### config.mk
export PLATFORM = sky130hd
export DESIGN_NAME = instruction_fetch_flat
export DESIGN_NICKNAME = d
export VERILOG_FILES = /design/src/rtl/instruction_fetch_if.sv /design/src/rtl/instruction_fetch.sv /design/src/flat_wrapper.sv
export SDC_FILE = /design/constraint.sdc
export NUM_CORES = 1
export LEC_CHECK = 0
export CORE_UTILIZATION = 45
export DETAILED_ROUTE_END_ITERATION = 16
export GPL_TIMING_DRIVEN = 0
export PLACE_DENSITY = 0.91
export SLEW_MARGIN = 20
export SYNTH_ARGS = -nofsm -noshare
export SYNTH_HDL_FRONTEND = slang
export SYNTH_SLANG_ARGS = --single-unit
### constraint.sdc
create_clock -name clk -period 2.9 [get_ports clk]
set_input_delay 0.58 -clock clk [delete_from_list [all_inputs] [get_ports clk]]
set_output_delay 0.58 -clock clk [all_outputs]
set_load 0.01 [all_outputs]
### src/rtl/instruction_fetch_if.sv
// Fetch-stage bus bundle: instruction-memory request/response, decode
// valid/ready hand-off, and the single-cycle PC redirect port.
interface instruction_fetch_if #(
  parameter int unsigned PCSIZE    = 64,
  parameter int unsigned INSTRSIZE = 32
);
  logic                 imem_req;
  logic [PCSIZE-1:0]    imem_addr;
  logic                 imem_gnt;
  logic                 imem_rvalid;
  logic [INSTRSIZE-1:0] imem_rdata;

  logic                 instr_valid;
  logic                 instr_ready;
  logic [INSTRSIZE-1:0] instruction;
  logic [PCSIZE-1:0]    instr_pc;
  logic                 instr_misaligned;

  logic                 redirect_valid;
  logic [PCSIZE-1:0]    redirect_pc;

  // Fetch-stage side.
  modport master (
    output imem_req, imem_addr,
    input  imem_gnt, imem_rvalid, imem_rdata,
    output instr_valid, instruction, instr_pc, instr_misaligned,
    input  instr_ready,
    input  redirect_valid, redirect_pc
  );

  // Memory / decode / branch-unit side.
  modport slave (
    input  imem_req, imem_addr,
    output imem_gnt, imem_rvalid, imem_rdata,
    input  instr_valid, instruction, instr_pc, instr_misaligned,
    output instr_ready,
    output redirect_valid, redirect_pc
  );
endinterface

### src/rtl/instruction_fetch.sv
// RV64 fetch stage: owns the PC, issues one outstanding 32-bit read at a time
// and hands each instruction (or a misaligned-PC marker) to decode.
module instruction_fetch #(
  parameter int unsigned       PCSIZE    = 64,
  parameter int unsigned       INSTRSIZE = 32,
  parameter logic [PCSIZE-1:0] RESET_PC  = '0
) (
  input  logic                clk,
  input  logic                rst,
  instruction_fetch_if.master bus
);

  localparam logic [INSTRSIZE-1:0] NOP = INSTRSIZE'(32'h0000_0013);

  typedef enum logic [1:0] {
    IDLE,
    FETCH,
    WAIT,
    HOLD
  } state_t;

  state_t               state,     state_n;
  logic [PCSIZE-1:0]    pc,        pc_n;
  logic                 kill,      kill_n;
  logic                 valid_q,   valid_n;
  logic [INSTRSIZE-1:0] instr_q,   instr_n;
  logic [PCSIZE-1:0]    ipc_q,     ipc_n;
  logic                 mis_q,     mis_n;

  logic aligned;
  assign aligned = (pc[1:0] == 2'b00);

  always_comb begin
    // NOTE: every variable gets its hold value first so no path through the
    // case statement leaves one unassigned, which would infer a latch.
    state_n = state;
    pc_n    = pc;
    kill_n  = kill;
    valid_n = valid_q;
    instr_n = instr_q;
    ipc_n   = ipc_q;
    mis_n   = mis_q;

    case (state)
      IDLE: state_n = FETCH;

      FETCH: begin
        if (aligned) begin
          if (bus.imem_gnt) begin
            state_n = WAIT;
            kill_n  = bus.redirect_valid;
          end
        end else if (!bus.redirect_valid) begin
          // A redirect wins over the misaligned marker: the new PC is retried.
          valid_n = 1'b1;
          instr_n = NOP;
          ipc_n   = pc;
          mis_n   = 1'b1;
          state_n = HOLD;
        end
      end

      WAIT: begin
        if (bus.imem_rvalid) begin
          if (kill || bus.redirect_valid) begin
            kill_n  = 1'b0;
            state_n = FETCH;
          end else begin
            valid_n = 1'b1;
            instr_n = bus.imem_rdata;
            ipc_n   = pc;
            mis_n   = 1'b0;
            pc_n    = pc + PCSIZE'(4);
            state_n = HOLD;
          end
        end else if (bus.redirect_valid) begin
          kill_n = 1'b1;
        end
      end

      HOLD: begin
        if (bus.instr_ready || bus.redirect_valid) begin
          valid_n = 1'b0;
          state_n = FETCH;
        end
      end

      default: state_n = IDLE;
    endcase

    if (bus.redirect_valid) pc_n = bus.redirect_pc;
  end

  always_ff @(posedge clk) begin
    // NOTE: state registers use non-blocking assignments so every flop
    // samples the pre-edge values regardless of statement order.
    if (rst) begin
      state   <= IDLE;
      pc      <= RESET_PC;
      kill    <= 1'b0;
      valid_q <= 1'b0;
      instr_q <= NOP;
      ipc_q   <= '0;
      mis_q   <= 1'b0;
    end else begin
      state   <= state_n;
      pc      <= pc_n;
      kill    <= kill_n;
      valid_q <= valid_n;
      instr_q <= instr_n;
      ipc_q   <= ipc_n;
      mis_q   <= mis_n;
    end
  end

  assign bus.imem_req         = (state == FETCH) && aligned;
  assign bus.imem_addr        = pc;
  assign bus.instr_valid      = valid_q;
  assign bus.instruction      = instr_q;
  assign bus.instr_pc         = ipc_q;
  assign bus.instr_misaligned = mis_q;

endmodule

### src/flat_wrapper.sv
// flat-port wrapper written by rule: the top's interface ports become plain ports
module instruction_fetch_flat 
#(
  parameter int unsigned       PCSIZE    = 64,
  parameter int unsigned       INSTRSIZE = 32,
  parameter logic [PCSIZE-1:0] RESET_PC  = '0
)
  (clk, rst, bus_imem_req, bus_imem_addr, bus_imem_gnt, bus_imem_rvalid, bus_imem_rdata, bus_instr_valid, bus_instruction, bus_instr_pc, bus_instr_misaligned, bus_instr_ready, bus_redirect_valid, bus_redirect_pc);
  instruction_fetch_if #(.PCSIZE(PCSIZE), .INSTRSIZE(INSTRSIZE)) bus_i ();
  input  logic clk;
  input  logic rst;
  output wire logic [$bits(bus_i.imem_req)-1:0] bus_imem_req;
  output wire logic [$bits(bus_i.imem_addr)-1:0] bus_imem_addr;
  input wire logic [$bits(bus_i.imem_gnt)-1:0] bus_imem_gnt;
  input wire logic [$bits(bus_i.imem_rvalid)-1:0] bus_imem_rvalid;
  input wire logic [$bits(bus_i.imem_rdata)-1:0] bus_imem_rdata;
  output wire logic [$bits(bus_i.instr_valid)-1:0] bus_instr_valid;
  output wire logic [$bits(bus_i.instruction)-1:0] bus_instruction;
  output wire logic [$bits(bus_i.instr_pc)-1:0] bus_instr_pc;
  output wire logic [$bits(bus_i.instr_misaligned)-1:0] bus_instr_misaligned;
  input wire logic [$bits(bus_i.instr_ready)-1:0] bus_instr_ready;
  input wire logic [$bits(bus_i.redirect_valid)-1:0] bus_redirect_valid;
  input wire logic [$bits(bus_i.redirect_pc)-1:0] bus_redirect_pc;
  assign bus_imem_req = bus_i.imem_req;
  assign bus_imem_addr = bus_i.imem_addr;
  assign bus_i.imem_gnt = bus_imem_gnt;
  assign bus_i.imem_rvalid = bus_imem_rvalid;
  assign bus_i.imem_rdata = bus_imem_rdata;
  assign bus_instr_valid = bus_i.instr_valid;
  assign bus_instruction = bus_i.instruction;
  assign bus_instr_pc = bus_i.instr_pc;
  assign bus_instr_misaligned = bus_i.instr_misaligned;
  assign bus_i.instr_ready = bus_instr_ready;
  assign bus_i.redirect_valid = bus_redirect_valid;
  assign bus_i.redirect_pc = bus_redirect_pc;
  instruction_fetch #(.PCSIZE(PCSIZE), .INSTRSIZE(INSTRSIZE), .RESET_PC(RESET_PC)) u_core (.clk(clk), .rst(rst), .bus(bus_i));
endmodule
==> key figures <==
Critical path
  • Crit. End Element: register
  • CP Launch Type: primary input
  • Beginning of the worst register-to-register path: u_core.state[0]
  • Crit Path Category: in -> reg
  • R2R Path End: u_core.bus.imem_addr[39]
  • Crit Path Max Fanout: 10
  • Critical path startpoint: bus_imem_rvalid
  • Worst EP required: 3.20 ns
  • Critical Path AT: 3.11 ns
  • Worst R2R Setup Slack: 0.12 ns
  • R2R depth: 9

Logic synthesis
  • Number of flops mapped to enable cells by yosys: 0
  • Post-synth cell types: 49
  • Cell Area, Synth: 7406 um^2
  • Yosys reg bits: 165
  • Async S/R FF share, synth: 0%
  • Largest cells by area after synthesis: dfxtp_1, nand2_1, a21oi_1, nor2_1, xor2_1
  • Simple-Gate Fraction of Synth Area: 29.09%
  • Synthesized area per cell: 7.921 um^2
  • Main synth FF type: dfxtp_1
  • YS warnings: 0
  • Xor/xnor cell area share of the yosys netlist: 4.139%
  • Post-synthesis compound-gate area fraction: 15.59%
  • Synth area leader: dfxtp_1
  • Mux share of post-synthesis cell area: 1.233%
  • Largest family of logic cells by synthesized area: simple AND/OR/NAND/NOR gates
  • Post-Syn Instances: 935
  • Synth Net Count: 1042
  • Sequential share of the synthesized area: 44.60%
  • Yosys top cell area share: 44.60%
  • Synth Area in Adders: 0.8447%

Timing
  • Fin. Hold Viols: 0
  • Final worst slack: 0.08702 ns
  • Fin crit share: 97.00%
  • Max_slew headroom: 36.70%
  • Minimum clock period: 2.813 ns
  • Layout Skew: 0.01109 ns
  • Fmax: 355.5 MHz
  • Slew Limit Fails: 0
  • Setup TNS: 0 ns
  • Worst hold slack: 0.4545 ns
  • Worst Tran Pin Value: 0.9422 ns
  • Final Setup Violations: 0

Clock tree
  • Clock Latency Late Sink: 0.43 ns
  • Clock Tree Buf Depth: 2
  • H-Tree Depth: 4
  • Clock-pin slew on the worst setup and hold paths: 0.06 ns
  • Root Driver: clkbuf_16
  • Total CTS buffers: 17
  • CTS tree: yes
  • CTS Sinks: 165
  • Hold_buf cts: 0

Placement
  • Final HPWL DP: 20.09 mm
  • Placed insts: 1413
  • Gpl congestion: 0.9087
  • Port buffer count: 262
  • Post-Place Setup Slack: -0.8618 ns

Power
  • Switching Fraction: 35.09%
  • Leakage: 3.756 nW
  • Max VDD drop: 0.3940 mV
  • Register share of total power: 38.3%
  • Clock Power Share: 31.5%
  • P_int: 0.004584 W
  • NetSw: 0.002478 W
  • Comb pwr share: 30.2%
  • Cell Pwr Density: 643.5 nW/um^2

Die
  • Die Span Y: 130.3 um
  • Die extent in x: 130.3 um
  • Initial Utilization: 46.29%
  • Ports: 265
  • Core area: 16000 um^2
  • Row count: 46
  • Die ar.: 16970 um^2

Final layout
  • Commonest non-fill, non-tap cell in the layout: clkdlybuf4s50_1
  • Final core utilization: 68.60%
  • Nets@finish: 1327
  • Reg area: 3303 um^2
  • Non-Filler Instances: 1451
  • Fillcell total: 1291
  • Share of cells above drive strength 1: 4.704%
  • Area of the multi-input gates: 3822 um^2
  • Syn-to-layout area delta: 48.20%
  • Most frequent cells in the layout: clkdlybuf4s50_1, nand2_1, dfxtp_1

Global routing
  • Global-route wire length before repair: 39.70 mm
  • Vias in the first global route: 7781
  • Total global-route track usage: 30.72%
  • Largest net degree at the start of global routing: 17
  • Remaining Overflow, GRT: 0
  • Initial antenna violation count: 2

Worst hold path
  • Hold Crit Class: reg -> reg
  • Hold EP: u_core.bus.instr_pc[62]
  • Hold-critical path depth: 2
  • Hold_sp: u_core.bus.instr_pc[62]

Drt
  • Routed Antenna Nets: 0
  • Detailed Routing Iterations Pass 1: 5
  • First DRT Iteration DRCs: 594
  • DRC errors left: 0
  • Final wirelength: 26.75 mm
  • Vias after detailed routing: 8249
  • Routed WL per cell: 18.44 um
  • Via density: 5.685

Outcome
  • Status: finished clean

Job
  • # Max-Cap Violations: 0
[metrics by stage]
step | total power [W] | area (um^2)
3_3_place_gp | 0.004789 | 10300
4_1_cts | 0.007052 | 10910
3_5_place_dp | 0.004848 | 10300
2_1_floorplan | 0.003786 | 7406
6_report | 0.007062 | 10980
5_1_grt | 0.007369 | 10980
[timing repair]
item,in CTS,in global routing
setup endpoints to repair,61,36
pin swaps,1,2
resized for setup,8,8
cloned,0,0
buffers inserted,2,3
[power groups by stage]
stage / Sequential [W] / Combinational (W) / Clock (W)
finish: 0.00271 / 0.00213 / 0.00222
global route: 0.00274 / 0.00230 / 0.00234
CTS: 0.00270 / 0.00212 / 0.00223
detailed placement: 0.00275 / 0.00210 / 0
global placement: 0.00274 / 0.00205 / 0
floorplan: 0.00281 / 0.000973 / 0
[worst max-delay path: stages]
cell             delay (ns)
clkdlybuf4s50_1        0.62
nor3b_1                0.35
o22a_1                 0.28
nand2_1                0.35
clkbuf_2               0.38
clkbuf_2               0.29
a22oi_1                0.19
nor2_1                 0.05
[sequential cells by signal, summed over array words and instances, names as in the netlist]
signal / cells
u_core.state: 2
u_core.bus.instruction: 32
u_core.bus.imem_addr: 64
u_core.bus.instr_pc: 64
u_core.bus.instr_valid: 1
u_core.bus.instr_misaligned: 1
u_core.kill: 1
[worst max-delay path by stage]
stage                                    end  slack [ns]  cells after the start
floorplan           u_core.bus.imem_addr[39]        0.39                      8
global placement    u_core.bus.imem_addr[46]       -0.84                      6
finish                u_core.bus.instr_pc[1]        0.09                      8
detailed placement  u_core.bus.imem_addr[46]       -0.86                      6
global route        u_core.bus.imem_addr[55]       -0.02                     10
CTS                 u_core.bus.imem_addr[41]       -0.01                      8
[logic make-up after synthesis]
logic type,count (synthesis)
AOI/OAI and AO/OA,189
xor gates and xnor gates,35
adders and majority gates,5
and+or+nand+nor,444
DFF,165
buffers and inverters,88
muxes,9
[layer usage]
layer	global-route usage (%)	part of all wire (%)
met1	34.05	38
met2	53.16	48
met3	7.790	9.3
met4	18.13	4.7
met5	0	0
[final cells by class]
class / instances / share of cell area [%]
multi-input combinational: 682 / 34.83
sequential: 165 / 30.10
timing repair buffer: 267 / 24.24
clock buffer: 19 / 4.127
tap: 216 / 2.462
buffer: 68 / 2.451
clock inverter: 13 / 1.106
inverter: 19 / 0.6498
antenna: 2 / 0.04560
[synthesized netlist by cell type (2+ instances only)]
cell type  instances
nand2_1          193
a22oi_1            2
nand4b_1           4
nand3_1           46
ha_1               5
a311oi_1          13
buf_2              2
and3_1             6
xor2_1            28
or3_1              7
nand4_1           27
nor3_1            14
o2111a_1           4
nor4b_1            7
nor3b_1           11
a2111oi_0          7
clkbuf_1          58
nor4bb_1           2
a211oi_1          30
buf_1              9
and4_1             9
mux2i_1            8
a21oi_1          100
o21ai_0           24
or4_1              6
or4b_1             2
inv_1             19
xnor2_1            7
nor4_2             2
dfxtp_1          165
nor4_1            12
or4_4              2
nor2_1            82
and2_1             4
o31ai_1            4
Note: power is estimated with default switching activity, not from simulation.
